**config.mk**
```make
export PLATFORM = sky130hd
export DESIGN_NAME = up_sample_interp
export DESIGN_NICKNAME = d
export VERILOG_FILES = /design/src/rtl/up_sample_interp.sv
export SDC_FILE = /design/constraint.sdc
export NUM_CORES = 1
export LEC_CHECK = 0
export BUFFER_PORTS_ARGS = -buffer_cell sky130_fd_sc_hd__buf_2
export CORE_MARGIN = 2
export CORE_UTILIZATION = 61
export CTS_CLUSTER_SIZE = 28
export DETAILED_ROUTE_END_ITERATION = 16
export PLACE_DENSITY_LB_ADDON = 0.15
export SLEW_MARGIN = 0
export SYNTH_ARGS = -nofsm -noshare
export SYNTH_HDL_FRONTEND = slang
export SYNTH_SLANG_ARGS = --single-unit
```
**constraint.sdc**
```tcl
create_clock -name clk -period 4.1 [get_ports clk]
set_input_delay 0.615 -clock clk [delete_from_list [all_inputs] [get_ports clk]]
set_output_delay 0.615 -clock clk [all_outputs]
set_load 0.02 [all_outputs]
```
**src/rtl/up_sample_interp.sv**
```systemverilog
// Stereo upsampler: one input sample becomes 2**FACTOR_LOG2 output samples, one per
// sample_tick, linearly interpolated per channel (or held when INTERP=0).

module up_sample_interp_lane #(
  parameter int CW          = 16,
  parameter int FACTOR_LOG2 = 1,
  parameter int INTERP      = 1
) (
  input  logic [CW-1:0]          prev,
  input  logic [CW-1:0]          curr,
  input  logic [FACTOR_LOG2-1:0] k,
  output logic [CW-1:0]          y
);
  localparam int PW = CW + 1 + FACTOR_LOG2;

  if (INTERP != 0) begin : g_lin
    logic signed [CW:0]   d;
    logic signed [PW-1:0] p, q;
    assign d = (CW+1)'($signed(curr)) - (CW+1)'($signed(prev));
    assign p = PW'(d) * PW'($signed({1'b0, k}));
    // floor division by F keeps y between prev and curr, so truncation never overflows
    assign q = p >>> FACTOR_LOG2;
    assign y = CW'(PW'($signed(prev)) + q);
  end else begin : g_hold
    assign y = curr;
  end
endmodule

module up_sample_interp #(
  parameter int DATA_WIDTH  = 32,
  parameter int FACTOR_LOG2 = 1,
  parameter int INTERP      = 1
) (
  input  logic                  clk,
  input  logic                  reset_n,
  input  logic [DATA_WIDTH-1:0] audio_in,
  input  logic                  valid_in,
  output logic                  ready_in,
  input  logic                  sample_tick,
  output logic [DATA_WIDTH-1:0] audio_out,
  output logic                  valid_out,
  output logic                  underrun
);
  localparam int CW = DATA_WIDTH / 2;
  localparam logic [FACTOR_LOG2-1:0] K_LAST = '1;

  typedef enum logic [1:0] {EMPTY, RUN, STALL} state_t;

  state_t                  state, state_nxt;
  logic [DATA_WIDTH-1:0]   prev, curr, pend;
  logic [DATA_WIDTH-1:0]   prev_nxt, curr_nxt, out_val, y_word;
  logic                    pend_full, pend_full_nxt;
  logic [FACTOR_LOG2-1:0]  k, k_nxt;
  logic                    accept, consume, load_pend, out_load, under_nxt;
  logic [1:0][CW-1:0]      prev_ch, curr_ch, y_ch;

  assign ready_in = !pend_full;
  assign accept   = valid_in && !pend_full;

  // lane 1 = left (upper half), lane 0 = right
  assign prev_ch = prev;
  assign curr_ch = curr;
  assign y_word  = y_ch;

  for (genvar g = 0; g < 2; g++) begin : g_lane
    up_sample_interp_lane #(
      .CW(CW), .FACTOR_LOG2(FACTOR_LOG2), .INTERP(INTERP)
    ) u_lane (
      .prev(prev_ch[g]), .curr(curr_ch[g]), .k(k), .y(y_ch[g])
    );
  end

  always_comb begin
    state_nxt = state;
    prev_nxt  = prev;
    curr_nxt  = curr;
    k_nxt     = k;
    consume   = 1'b0;
    load_pend = 1'b0;
    out_load  = 1'b0;
    out_val   = audio_out;
    under_nxt = 1'b0;
    case (state)
      EMPTY: begin
        if (accept) begin
          prev_nxt  = audio_in;
          curr_nxt  = audio_in;
          k_nxt     = '0;
          state_nxt = RUN;
        end
      end
      RUN: begin
        load_pend = accept;
        if (sample_tick) begin
          out_load = 1'b1;
          out_val  = y_word;
          if (k != K_LAST)  k_nxt = k + FACTOR_LOG2'(1);
          else if (pend_full) consume = 1'b1;
          else state_nxt = STALL;
        end
      end
      STALL: begin
        load_pend = accept;
        if (sample_tick) begin
          out_load  = 1'b1;
          out_val   = curr;
          under_nxt = !pend_full;
          if (pend_full) begin
            consume   = 1'b1;
            state_nxt = RUN;
          end
        end
      end
      default: state_nxt = EMPTY;
    endcase
    if (consume) begin
      prev_nxt = curr;
      curr_nxt = pend;
      k_nxt    = '0;
    end
    // accept wins over consume, though the handshake keeps them exclusive
    pend_full_nxt = load_pend ? 1'b1 : (consume ? 1'b0 : pend_full);
  end

  always_ff @(posedge clk or negedge reset_n) begin
    if (!reset_n) begin
      state     <= EMPTY;
      prev      <= '0;
      curr      <= '0;
      pend      <= '0;
      pend_full <= 1'b0;
      k         <= '0;
      audio_out <= '0;
      valid_out <= 1'b0;
      underrun  <= 1'b0;
    end else begin
      state     <= state_nxt;
      prev      <= prev_nxt;
      curr      <= curr_nxt;
      pend_full <= pend_full_nxt;
      k         <= k_nxt;
      if (load_pend) pend <= audio_in;
      audio_out <= out_val;
      valid_out <= out_load;
      underrun  <= under_nxt;
    end
  end
endmodule
```
==> metrics.log <==
INFO  metric boundaryPins = 71
INFO  metric drt_drc_violations_left = 0
INFO  metric post_synthesis_sequential_element_count = 134
INFO  metric initialDrtViolationCount = 543
INFO  metric postSynth.topFlopCell = dfrtp_1
INFO  metric static-leakage-power = around 5 nW
INFO  metric power.density = 292 nW/um^2
INFO  metric worstPathBufferInverterCount = 1
INFO  metric hold_path_class = primary input to asynchronous set/reset pin
INFO  metric postLayoutCoreUtil = 70.3%
INFO  metric fp-row-count = 43
INFO  metric first_global_vias = 7102
INFO  metric placer_congestion = 0.900
INFO  metric critical_path_peak_fanout = 6
INFO  metric share_of_post_route_cells_with_drive_strength_above_1 = 15.7%
INFO  metric viasPerCell = 5.93
INFO  metric initial_core_util = 62.4%
INFO  metric synth-seq-area-share = 38.7%
INFO  metric crit-reg2reg-launch = prev[17]$_DFFE_PN0P_
INFO  metric cts.sinks = approximately 130
INFO  metric final_common_cell = a21oi_1
INFO  metric max_slew_margin = 32.8%
INFO  metric timing_max_transition_violations_final = 0
INFO  metric yosysWarnings = 0
INFO  metric place_hpwl = approximately 14000 microns
INFO  metric wl_per_cell = 16.6 microns
INFO  metric cts-root-to-sink-buffers = 2
INFO  metric setup_viol_count_final = 0
INFO  metric timing_hold_violations_final = 0
INFO  metric asyncSetResetFlopFracSynth = 100%
INFO  metric syn_inst = 1002
INFO  metric timing_worst_setup_path_type = flip-flop to flip-flop
INFO  metric synth_edf_count = 0
INFO  metric cp.required = 4.40 ns
INFO  metric cts_max_level = 4
INFO  metric drtAntennaViolNets = 0
INFO  metric critPathMostFrequentCell = a21oi_1
INFO  metric placeableCoreArea = 13900 sq um
INFO  metric grt_start_max_net_pins = 111
INFO  metric timing.critical_path.slowest_stage_cell = or4_1
INFO  metric cts_tree = yes
INFO  metric endpoint_kind = flip-flop
INFO  metric grt_first_pass_wirelength = approximately 35000 microns
INFO  metric irDropWorstVdd = 0.000307 V
INFO  metric postSynthNetCount = about 1100
INFO  metric drt_pass1_iterations = 5
INFO  metric fin_skew = 0.00692 ns
INFO  metric port_buffers = 70
INFO  metric nNetsFinal = 1161
INFO  metric routed-via-count = ~7400
INFO  metric route.final.wire_length = 20800 microns
INFO  metric grt_usage = slightly below 30%
INFO  metric cts.root.buffer_cell = clkbuf_16
INFO  metric num_antenna_cells = 0
INFO  metric cts_made_buffers = 17
INFO  metric grt.overflow.total = 0
INFO  metric timing.max_cap.violations = 0
INFO  metric fmax = 261 MHz
INFO  metric hold_ws = 0.320 ns
INFO  metric timing.final.crit_share = 93.4%
INFO  metric fillCellCount = between 1000 and 1500
INFO  metric synthesis.area = about 8700 sq um
INFO  metric cpPeakStageDelay = around 0.45 ns
INFO  metric outcome = finished clean
INFO  metric transition_time_at_the_pin_with_the_least_slew_margin = about 1.0 ns
INFO  metric hold_buf_cts = 0
INFO  metric dieWidth = 123 microns
INFO  metric number_of_antenna_violations_at_the_first_check_in_global_routing = 0
INFO  metric min_period = roughly 3.8 ns
INFO  metric syn_to_final_growth = 12.7%
INFO  metric floorplan.die_area = 15200 sq um
INFO  metric cp-start-kind = flip-flop
INFO  metric clk_latency = about 0.43 ns
INFO  metric setup-tns-final = 0 ns
INFO  metric post_synth_num_cell_types = 54
INFO  metric setup_repair_after_global_routing_missed_its_margin = false
INFO  metric crit_path_cell_trace = inv_1, ha_1, a21oi_1, a21oi_1, nand3_1, a21boi_0, or3_1, and3_1, ha_1, o21a_1, o21ai_0, a21oi_1, or4_1, a31oi_1, a21oi_1, xnor2_1, o21ai_1
INFO  metric worst_ep_arrival_time = 4.13 ns
INFO  metric synth.avg_cell_area = 8.64 sq um
INFO  metric final_cell_mix = a21oi_1, dfrtp_1, nor2_1
INFO  metric dieHeight = 123 microns
INFO  metric critical_path.startpoint = prev[17]$_DFFE_PN0P_
INFO  metric path_delay_family = compound AO/OA/AOI/OAI gates
INFO  metric cts.clk_slew.worst_paths = 0.06 ns
## routing by layer
layer	up-vias	wire [microns]	GRT usage, %
li1	3653	-	-
met1	3528	9980	41.6
met2	209	9340	45.7
met3	33	1110	4.94
met4	0	391	9.59
met5	-	0	0
## power breakdown
part	internal (mW)	total, mW	switching (mW)
Clock	0.852	1.47	0.620
Combinational	0.0139	0.0500	0.0360
Sequential	1.32	1.32	0
## final timing paths
path	end	slack (ns)	cells after the start
worst max-delay path	audio_out[30]$_DFFE_PN0P_	0.27	17
worst min-delay path	prev[26]$_DFFE_PN0P_	0.32	1
worst max register to register	audio_out[30]$_DFFE_PN0P_	0.27	17
worst min register to register	audio_out[0]$_DFFE_PN0P_	0.47	2
max in group asynchronous	pend[3]$_DFFE_PN0P_	2.82	2
min in group clk	pend[26]$_DFFE_PN0P_	0.43	2
## cells in the mapped netlist, drive strengths merged, types with 4 or more instances
library cell | n | area (sq um)
o22ai | 6 | 37.5
nor3 | 13 | 65.1
nand2b | 15 | 93.8
o21a | 13 | 97.6
a21o | 14 | 105
clkbuf | 40 | 150
fa | 4 | 80.1
mux2 | 33 | 372
and3 | 44 | 277
a31oi | 7 | 50.1
nor2 | 130 | 488
a2111oi | 4 | 67.6
nand3 | 9 | 45.0
a21oi | 204 | 1020
xnor2 | 20 | 175
nor2b | 10 | 70.1
o21ai | 56 | 280
nand2 | 48 | 180
o21bai | 6 | 45.0
xor2 | 21 | 184
ha | 63 | 788
inv | 54 | 203
nor4 | 4 | 25.0
buf | 6 | 22.5
dfrtp | 134 | 3350
and2 | 6 | 37.5
a211oi | 7 | 57.6
## cells by family (layout without fill, tap and decap cells)
family | count (synthesis) | after routing | synth area share, %
AOI/OAI and AO/OA | 338 | 338 | 22.8
and+or+nand+nor | 286 | 286 | 15.3
DFF | 134 | 134 | 38.7
buffers and inverters | 100 | 169 | 4.33
adders and majority gates | 67 | 67 | 10.0
xor gates and xnor gates | 41 | 41 | 4.15
muxes | 36 | 36 | 4.64
## cell type report
class	count	area, sq um	area share (%)
Inverter	54	203	2.08
Sequential cell	134	3350	34.4
Clock buffer	18	439	4.50
Timing Repair Buffer	83	454	4.65
Multi-Input combinational cell	768	4960	50.8
Clock inverter	14	126	1.29
Tap cell	180	225	2.31
## metrics by stage
stage / setup slack [ns] / instances / area, sq um / total power, mW
finish: 0.272 / 1251 / 9760 / 2.85
global route: 0.00337 / 1251 / 9760 / 2.92
CTS: 0.311 / 1251 / 9750 / 2.86
detailed placement: 0.375 / 1219 / 9190 / 1.40
global placement: 0.431 / 1219 / 9190 / 1.40
floorplan: 0.711 / 1002 / 8660 / 1.35
## state kept, by name, indices dropped and copies added (netlist names)
register,count
audio_out,32
curr,32
k,1
pend,32
pend_full,1
prev,32
state,2
underrun,1
valid_out,1
## timing repair
item / in CTS / in global routing
resized for setup: 0 / 2
setup buffers: 0 / 0
setup endpoints to repair: 0 / 2
Note: power is estimated with default switching activity, not from simulation.
